--- config.mk ---
export PLATFORM = sky130hd
export DESIGN_NAME = network_sink
export DESIGN_NICKNAME = d
export VERILOG_FILES = /design/src/rtl/network_config_pkg.sv /design/src/rtl/sink_config_pkg.sv /design/src/rtl/sink_fifo.sv /design/src/rtl/network_sink.sv
export SDC_FILE = /design/constraint.sdc
export NUM_CORES = 1
export LEC_CHECK = 0
export BUFFER_PORTS_ARGS = -buffer_cell sky130_fd_sc_hd__buf_2
export CAP_MARGIN = 15
export CORE_MARGIN = 4
export CORE_UTILIZATION = 50
export DETAILED_ROUTE_END_ITERATION = 8
export PLACE_DENSITY_LB_ADDON = 0.05
export SYNTH_ARGS = -nofsm -noshare
export SYNTH_HDL_FRONTEND = slang
export SYNTH_SLANG_ARGS = --single-unit
--- constraint.sdc ---
create_clock -name clk -period 5.5 [get_ports clk]
set_clock_uncertainty 0.1 [all_clocks]
set_input_delay 0 -clock clk [delete_from_list [all_inputs] [get_ports clk]]
set_output_delay 0 -clock clk [all_outputs]
set_load 0.03 [all_outputs]
--- src/rtl/network_config_pkg.sv ---
// Network-wide shape constants shared by the stream source and sink.
// NET_NUM_OUT: number of output neurons (fire bits per tick).
package network_config;

  localparam int NET_NUM_OUT = 4;

endpackage

--- src/rtl/sink_config_pkg.sv ---
// Sink-side word format: opcode type, opcode width, width helper.
// Words are {opcode, payload} with the opcode in the MSBs.
package sink_config;

  import network_config::*;

  localparam int OPC_WIDTH = 1;

  typedef enum logic [OPC_WIDTH-1:0] {
    SPK = 1'b0,
    RUN = 1'b1
  } opcode_t;

  function automatic int max_int(input int a, input int b);
    return (a > b) ? a : b;
  endfunction

endpackage

--- src/rtl/sink_fifo.sv ---
// Dual-write / single-read FIFO for the sink word stream.
// Ports: wr_en[1:0] (slot 0 lands first), wr_data0/1, rd_en, rd_data,
// empty, free_cnt. Pointers wrap modulo DEPTH (power of two).
module sink_fifo #(
  parameter int WIDTH = 8,
  parameter int DEPTH = 4,
  localparam int AW = $clog2(DEPTH),
  localparam int CW = AW + 1
) (
  input  logic             clk,
  input  logic             arstn,
  input  logic [1:0]       wr_en,
  input  logic [WIDTH-1:0] wr_data0,
  input  logic [WIDTH-1:0] wr_data1,
  input  logic             rd_en,
  output logic [WIDTH-1:0] rd_data,
  output logic             empty,
  output logic [CW-1:0]    free_cnt
);

  logic [WIDTH-1:0] mem [DEPTH];
  logic [AW-1:0]    wptr;
  logic [AW-1:0]    rptr;
  logic [AW-1:0]    wptr_b;
  logic [CW-1:0]    cnt;
  logic [CW-1:0]    n_wr;
  logic             do_rd;

  assign empty    = (cnt == '0);
  assign free_cnt = CW'(DEPTH) - cnt;
  assign do_rd    = rd_en && !empty;
  assign n_wr     = CW'(wr_en[0]) + CW'(wr_en[1]);
  // slot 1 follows slot 0 only when slot 0 is actually written
  assign wptr_b   = wptr + AW'(wr_en[0]);
  assign rd_data  = mem[rptr];

  always_ff @(posedge clk) begin
    if (wr_en[0]) mem[wptr]   <= wr_data0;
    if (wr_en[1]) mem[wptr_b] <= wr_data1;
  end

  always_ff @(posedge clk or negedge arstn) begin
    if (!arstn) begin
      wptr <= '0;
      rptr <= '0;
      cnt  <= '0;
    end else begin
      wptr <= wptr + AW'(n_wr);
      if (do_rd) rptr <= rptr + AW'(1);
      cnt  <= cnt + n_wr - CW'(do_rd);
    end
  end

endmodule

--- src/rtl/network_sink.sv ---
// Network output sink: captures one spike vector per tick, buffers and
// emits {opcode, payload} words toward the host packer.
// Ports: clk, arstn (async, active-low); net_valid/net_ready/net_out
// tick input; flush (emit pending zero run); snk_valid/snk_ready/snk.
// Build option: define SINK_RLE_EN to run-length encode zero ticks
// into RUN words; otherwise every tick becomes an SPK word.
module network_sink
  import network_config::*;
  import sink_config::*;
#(
  parameter int RUN_WIDTH  = 8,
  parameter int FIFO_DEPTH = 4,
  localparam int PAYLOAD_WIDTH = max_int(NET_NUM_OUT, RUN_WIDTH),
  localparam int SNK_WIDTH     = OPC_WIDTH + PAYLOAD_WIDTH
) (
  input  logic                   clk,
  input  logic                   arstn,
  input  logic                   net_valid,
  output logic                   net_ready,
  input  logic [NET_NUM_OUT-1:0] net_out,
  input  logic                   flush,
  output logic                   snk_valid,
  input  logic                   snk_ready,
  output logic [SNK_WIDTH-1:0]   snk
);

  localparam int CW = $clog2(FIFO_DEPTH) + 1;

  logic [1:0]           wr_en;
  logic [SNK_WIDTH-1:0] wr_data0;
  logic [SNK_WIDTH-1:0] wr_data1;
  logic [SNK_WIDTH-1:0] rd_data;
  logic                 empty;
  logic [CW-1:0]        free_cnt;
  logic                 accept;

  function automatic logic [SNK_WIDTH-1:0] spk_word(
    input logic [NET_NUM_OUT-1:0] v
  );
    logic [PAYLOAD_WIDTH-1:0] p;
    p = '0;
    p[NET_NUM_OUT-1:0] = v;
    return {SPK, p};
  endfunction

  assign accept = net_valid && net_ready;

`ifdef SINK_RLE_EN

  localparam logic [RUN_WIDTH-1:0] RUN_MAX = '1;

  function automatic logic [SNK_WIDTH-1:0] run_word(
    input logic [RUN_WIDTH-1:0] n
  );
    logic [PAYLOAD_WIDTH-1:0] p;
    p = '0;
    p[RUN_WIDTH-1:0] = n;
    return {RUN, p};
  endfunction

  logic [RUN_WIDTH-1:0] run_q;
  logic [RUN_WIDTH-1:0] run_d;
  logic [RUN_WIDTH-1:0] run_inc;
  logic                 pend_q;
  logic                 pend_d;
  logic                 pend_eff;
  logic                 acc_zero;
  logic                 acc_nz;
  logic                 flush_go;

  // two free slots so a RUN+SPK pair always fits
  assign net_ready = (free_cnt >= CW'(2));
  assign run_inc   = run_q + RUN_WIDTH'(1);
  // a flush in this cycle counts as pending already
  assign pend_eff  = pend_q || flush;
  assign acc_zero  = accept && (net_out == '0);
  assign acc_nz    = accept && (net_out != '0);
  assign flush_go  = !accept && pend_eff && (free_cnt != '0);

  always_comb begin
    wr_en    = 2'b00;
    wr_data0 = '0;
    wr_data1 = '0;
    run_d    = run_q;
    pend_d   = pend_eff;
    unique case (1'b1)
      acc_zero: begin
        run_d = run_inc;
        if (run_inc == RUN_MAX) begin
          wr_en    = 2'b01;
          wr_data0 = run_word(RUN_MAX);
          run_d    = '0;
        end
      end
      acc_nz: begin
        run_d  = '0;
        pend_d = 1'b0;
        if (run_q != '0) begin
          wr_en    = 2'b11;
          wr_data0 = run_word(run_q);
          wr_data1 = spk_word(net_out);
        end else begin
          wr_en    = 2'b01;
          wr_data0 = spk_word(net_out);
        end
      end
      flush_go: begin
        run_d  = '0;
        pend_d = 1'b0;
        if (run_q != '0) begin
          wr_en    = 2'b01;
          wr_data0 = run_word(run_q);
        end
      end
      default: begin
      end
    endcase
  end

  always_ff @(posedge clk or negedge arstn) begin
    if (!arstn) begin
      run_q  <= '0;
      pend_q <= 1'b0;
    end else begin
      run_q  <= run_d;
      pend_q <= pend_d;
    end
  end

`else

  logic unused_flush;

  assign unused_flush = flush;
  assign net_ready    = (free_cnt != '0);
  assign wr_en        = {1'b0, accept};
  assign wr_data0     = spk_word(net_out);
  assign wr_data1     = '0;

`endif

  sink_fifo #(
    .WIDTH(SNK_WIDTH),
    .DEPTH(FIFO_DEPTH)
  ) u_fifo (
    .clk     (clk),
    .arstn   (arstn),
    .wr_en   (wr_en),
    .wr_data0(wr_data0),
    .wr_data1(wr_data1),
    .rd_en   (snk_ready),
    .rd_data (rd_data),
    .empty   (empty),
    .free_cnt(free_cnt)
  );

  assign snk_valid = !empty;
  assign snk       = empty ? '0 : rd_data;

endmodule

* Word level (Yosys, flattened, before mapping)
Memories as Yosys holds them, arrays and structs flattened.
Index checks and enable logic that the tools add are counted.
Widths: inputs -> output; s select.
** Word-level totals
- Bits in registers :: 7
- Bits in latches :: 0
- RAM bits :: 16
- ROM bits :: 0
- Input port bits :: 9
- Output and inout port bits :: 11
- Logic and storage cells :: 17
- Memories kept :: 1
** Memory list
- u_fifo.mem :: words 4, bits a word 4, rd ports 1, clocked after memory_dff 0, wr ports 1, line sink_fifo.sv:21 : logic [WIDTH-1:0] mem [DEPTH];
** Cells by class
- $add $sub $neg :: 5
- Multiply operators :: 0
- Div/mod/pow operators :: 0
- Order comparisons :: 0
- Equal/unequal tests :: 0
- Shifts and indexed selects :: 0
- Mux-type cells :: 3
- Bitwise logic cells :: 0
- Reduce and logical (&&, ||, !) cells :: 5
** Operators with widths (number)
- $mux 9 :: 1
- $add 3x1->3 :: 1
- $logic_not 3->1 :: 1
- $reduce_bool 3->1 :: 1
- $sub 3x1->3 :: 1
- $sub 3x3->3 const A :: 1
- $add 2x1->2 :: 1
- $add 2x1->2 const B :: 1
- $logic_and 1x1->1 :: 2
- $mux 1 :: 2
- $logic_not 1->1 :: 1

* Depth between registers and ports, before layout
- Depth after elaboration :: 5
- Mapped depth :: 9
- Depth with buffers taken out :: 9

* Cells and area by module
A second synthesis with hierarchy kept.
** Unflattened totals
- Cell total of the unflattened synthesis :: 145
- Area total of the unflattened synthesis :: 2278.4 µm²
** Modules (own cells, without submodules)
- sink_fifo :: times used 1, cells an instance 132, area an instance 2190.9 µm², seq. area each 1256.2 µm²
- network_sink :: times used 1, cells an instance 13, area an instance 87.6 µm², seq. area each 0.0 µm²

* Least setup slack after synthesis
OpenSTA, ideal clock, no wires.
- Path type :: register to register
- Start point :: register u_fifo.cnt[1]
- End point :: register u_fifo.cnt[2]
- Setup time :: 123 ps
- Arrival :: 1845 ps
- Data required time :: 5277 ps
- Setup slack :: 3432 ps
- Cell stages (with the launch flop) :: 10
- Buffers on the path :: 0
- Clock period less this slack :: 2068 ps
- Cells stage by stage :: dfrtp_1 -> nor2_1 -> ha_1 -> nor2b_1 -> ha_1 -> inv_1 -> ha_1 -> fa_1 -> xnor2_1 -> xnor2_1
** RTL lines
- from (decl) :: line sink_fifo.sv:25 : logic [CW-1:0] cnt;
- from (signal assigned) :: line sink_fifo.sv:50 : cnt <= cnt + n_wr - CW'(do_rd);
- $logic_not 3->1 :: line sink_fifo.sv:29 : assign empty = (cnt == '0);
- $logic_not 1->1 :: line sink_fifo.sv:31 : assign do_rd = rd_en && !empty;
- $logic_and 1x1->1 :: line sink_fifo.sv:31
- named net u_fifo.do_rd :: line sink_fifo.sv:27 : logic do_rd;
- $sub 3x1->3 :: line sink_fifo.sv:50
The timed path passes the listed nets, and every way through them passes these cells.
A chain may end at the register's enable or synchronous reset.

* Worst setup path in the final report
Ends and elaborated chain as after synthesis.

==> impl_metrics.json <==
{
  "area_growth_pct": 15.7,
  "core_um2": 1960,
  "final-setup-viol-count": 0,
  "slew_headroom_pct": 52.1,
  "post-route-min-period_ps": 2220,
  "gr-total-overflow": 0,
  "die_area_um2": 2850,
  "most-common-layout-cells": "edfxtp_1 (16), buf_2 (13), inv_1 (7), dlygate4sd3_1 (7), dfrtp_1 (7)",
  "antenna_found_initial": 0,
  "multi_input_area_um2": 315,
  "yosysUniqueCellTypes": 18,
  "cts.sink_count": 23,
  "n_fill_cell": 182,
  "syn_avg_cell_area_um2": 16.1,
  "status": "completed",
  "wirelength_um": 1440,
  "antennaDiodeCount": 0,
  "ant_nets": 0,
  "start_util_pct": 52.6,
  "critPathBufInv": 1,
  "layout-drive-gt1-share_pct": 23.3,
  "seqCellArea_um2": 656,
  "drv_slew": 0,
  "leakagePower_nw": 0.494,
  "p_per_area_nw_per_um2": 511,
  "dr_total_vias": 509,
  "fin_crit_sh_pct": 40.4,
  "track_usage_pct": 12.6,
  "clk_pin_slew_worst_paths_ps": 110,
  "first_iter_violations": 5,
  "max_stage_delay_ps": 400,
  "crit_type": "reg2reg",
  "crit_slowest_cell": "dfrtp_1",
  "io_pins": 20,
  "viasPerCell": 4.50,
  "numCtsBuffers": 3,
  "grt_max_degree": 13,
  "grt_pass1_vias": 516,
  "clk_latency_ps": 300,
  "hold_violations": 0,
  "ir_drop_uv": 270,
  "drc": 0,
  "worstMarginPinSlew_ps": 718,
  "die_h_um": 53.4,
  "dr.pass1.iters": 3,
  "nets": 102,
  "rsz0062_at_grt": "no",
  "hold_path_class": "in2reg",
  "cp_data_arrival_time_ps": 2350,
  "cts_tree": "yes",
  "cp-end-kind": "flop",
  "synth_seq_cells": 23,
  "avgRoutedWirePerCell_um": 12.7,
  "netlist_area_um2": 1030,
  "rows": 16,
  "cap_viol_max_count": 0,
  "post_cts_resized": 0,
  "max_freq_ghz": 0.450,
  "routabilityCongestion": 0.680,
  "clk_path_buf_depth": 2,
  "tns_ps": 0,
  "power_w": 0.000609,
  "port_buffers": 13,
  "die_width_um": 53.4,
  "worst_ep_required_time_ps": 5630,
  "grt_pass1_wl_um": 2360,
  "crit_path_frequent_cell": "ha_1",
  "h-tree-depth": 1,
  "crit_fanout": 3,
  "start_kind": "flop",
  "critPathTopFamily": "adder cells",
  "dpl.hpwl_um": 1060,
  "postCtsSetupBuffers": 0,
  "postSynthCellCount": 64,
  "crit_chain": "nor2_1 > ha_1 > nor2b_1 > ha_1 > inv_1 > ha_1 > fa_1 > xnor2_1 > xnor2_1",
  "ys_warn_count": 0,
  "layout_commonest_cell": "edfxtp_1",
  "cts_root_buffer": "clkbuf_4",
  "seq_area_frac_synth_pct": 63.6
}
## per-layer routing
| layer | vias up | global-route usage, % | part of all wire [%] |
|---|---|---|---|
| met5 | - | 0 | 0 |
| met4 | 0 | 3.83 | 0.90 |
| met3 | 2 | 6.20 | 6.2 |
| met2 | 13 | 19.6 | 49 |
| met1 | 240 | 15.2 | 44 |
| li1 | 254 | - | - |
## final cells by class
class                   count  area share, %
flip-flops and latches     23           55.0
multi-input cells          32           26.4
repair buffers             20           11.3
well taps                  27           2.83
clock buffers               4           2.20
inverters                   7           2.20
## cell usage after synthesis
cell type | n | area (µm²)
xnor2_1 | 3 | 26.3
conb_1 | 1 | 3.75
xor2_1 | 2 | 17.5
edfxtp_1 | 16 | 480
mux4_2 | 4 | 90.1
and2_1 | 4 | 25.0
nand3b_1 | 1 | 7.51
buf_6 | 1 | 11.3
nor3b_1 | 1 | 7.51
buf_4 | 5 | 37.5
and3_1 | 1 | 6.26
nor2_1 | 1 | 3.75
ha_1 | 5 | 62.6
nor2b_1 | 2 | 12.5
fa_1 | 1 | 20.0
dfrtp_1 | 7 | 175
and3b_1 | 2 | 17.5
inv_1 | 7 | 26.3
## kinds of logic (layout without fill, tap and decap cells)
kind of cell               Yosys count  after routing  share of synthesized area [%]
other                                1              5                          0.364
buffers and inverters               13             31                           7.28
adders and majority gates            6              6                           8.01
muxes                                4              4                           8.74
and+or+nand+nor                     12             12                           7.77
DFF                                 23             23                           63.6
xor gates and xnor gates             5              5                           4.25
## path summary, 6_finish.rpt
kind / start / to / slack (ps) / depth (start not counted)
worst max-delay path: u_fifo.cnt[1]$_DFF_PN0_ / u_fifo.cnt[2]$_DFF_PN0_ / 3280 / 9
min in group asynchronous: arstn / u_fifo.wptr[1]$_DFF_PN0_ / 540 / 3
max in group asynchronous: arstn / u_fifo.rptr[1]$_DFFE_PN0P_ / 4520 / 3
worst min register to register: u_fifo.wptr[1]$_DFF_PN0_ / u_fifo.wptr[1]$_DFF_PN0_ / 430 / 1
worst max register to register: u_fifo.cnt[1]$_DFF_PN0_ / u_fifo.cnt[2]$_DFF_PN0_ / 3280 / 9
worst min-delay path: net_valid / u_fifo.cnt[0]$_DFF_PN0_ / 170 / 3
## registers in the layout (all words and copies together) (netlist names)
name and count:
u_fifo.cnt 3, u_fifo.mem 16, u_fifo.rptr 2, u_fifo.wptr 2
## timing repair
item	in CTS	in global routing
setup endpoints to repair	0	0
hold buffers	7	0
endpoints found under the hold margin	24	0
## metrics by stage
| stage | worst slack (ps) | hold slack [ps] | area, µm² | util, % | instances |
|---|---|---|---|---|---|
| 5_1_grt | 3070 | 170 | 1190 | 60.8 | 113 |
| 3_3_place_gp | 3270 | -257 | 1100 | 55.9 | 102 |
| 2_1_floorplan | 3430 | -396 | 1050 | - | 68 |
| 4_1_cts | 3260 | 167 | 1190 | 60.8 | 113 |
| 3_5_place_dp | 3290 | -257 | 1100 | 55.9 | 102 |
| 6_report | 3280 | 165 | 1190 | 60.8 | 113 |
## power by group
part	leakage [nW]	internal, W	switching (W)	total, W
Combinational	0.251	0.000114	0.000143	0.000256
Sequential	0.228	0.000241	0.0000401	0.000281
Clock	0.0150	0.0000282	0.0000444	0.0000726
Total	0.494	0.000383	0.000227	0.000609
## worst reg2reg max path, stage by stage (launching register included)
cell and delay [ps]:
dfrtp_1 400, nor2_1 170, ha_1 210, nor2b_1 80, ha_1 270, inv_1 40, ha_1 200, fa_1 380
xnor2_1 170, xnor2_1 140
(Power assumes the default switching activity.)
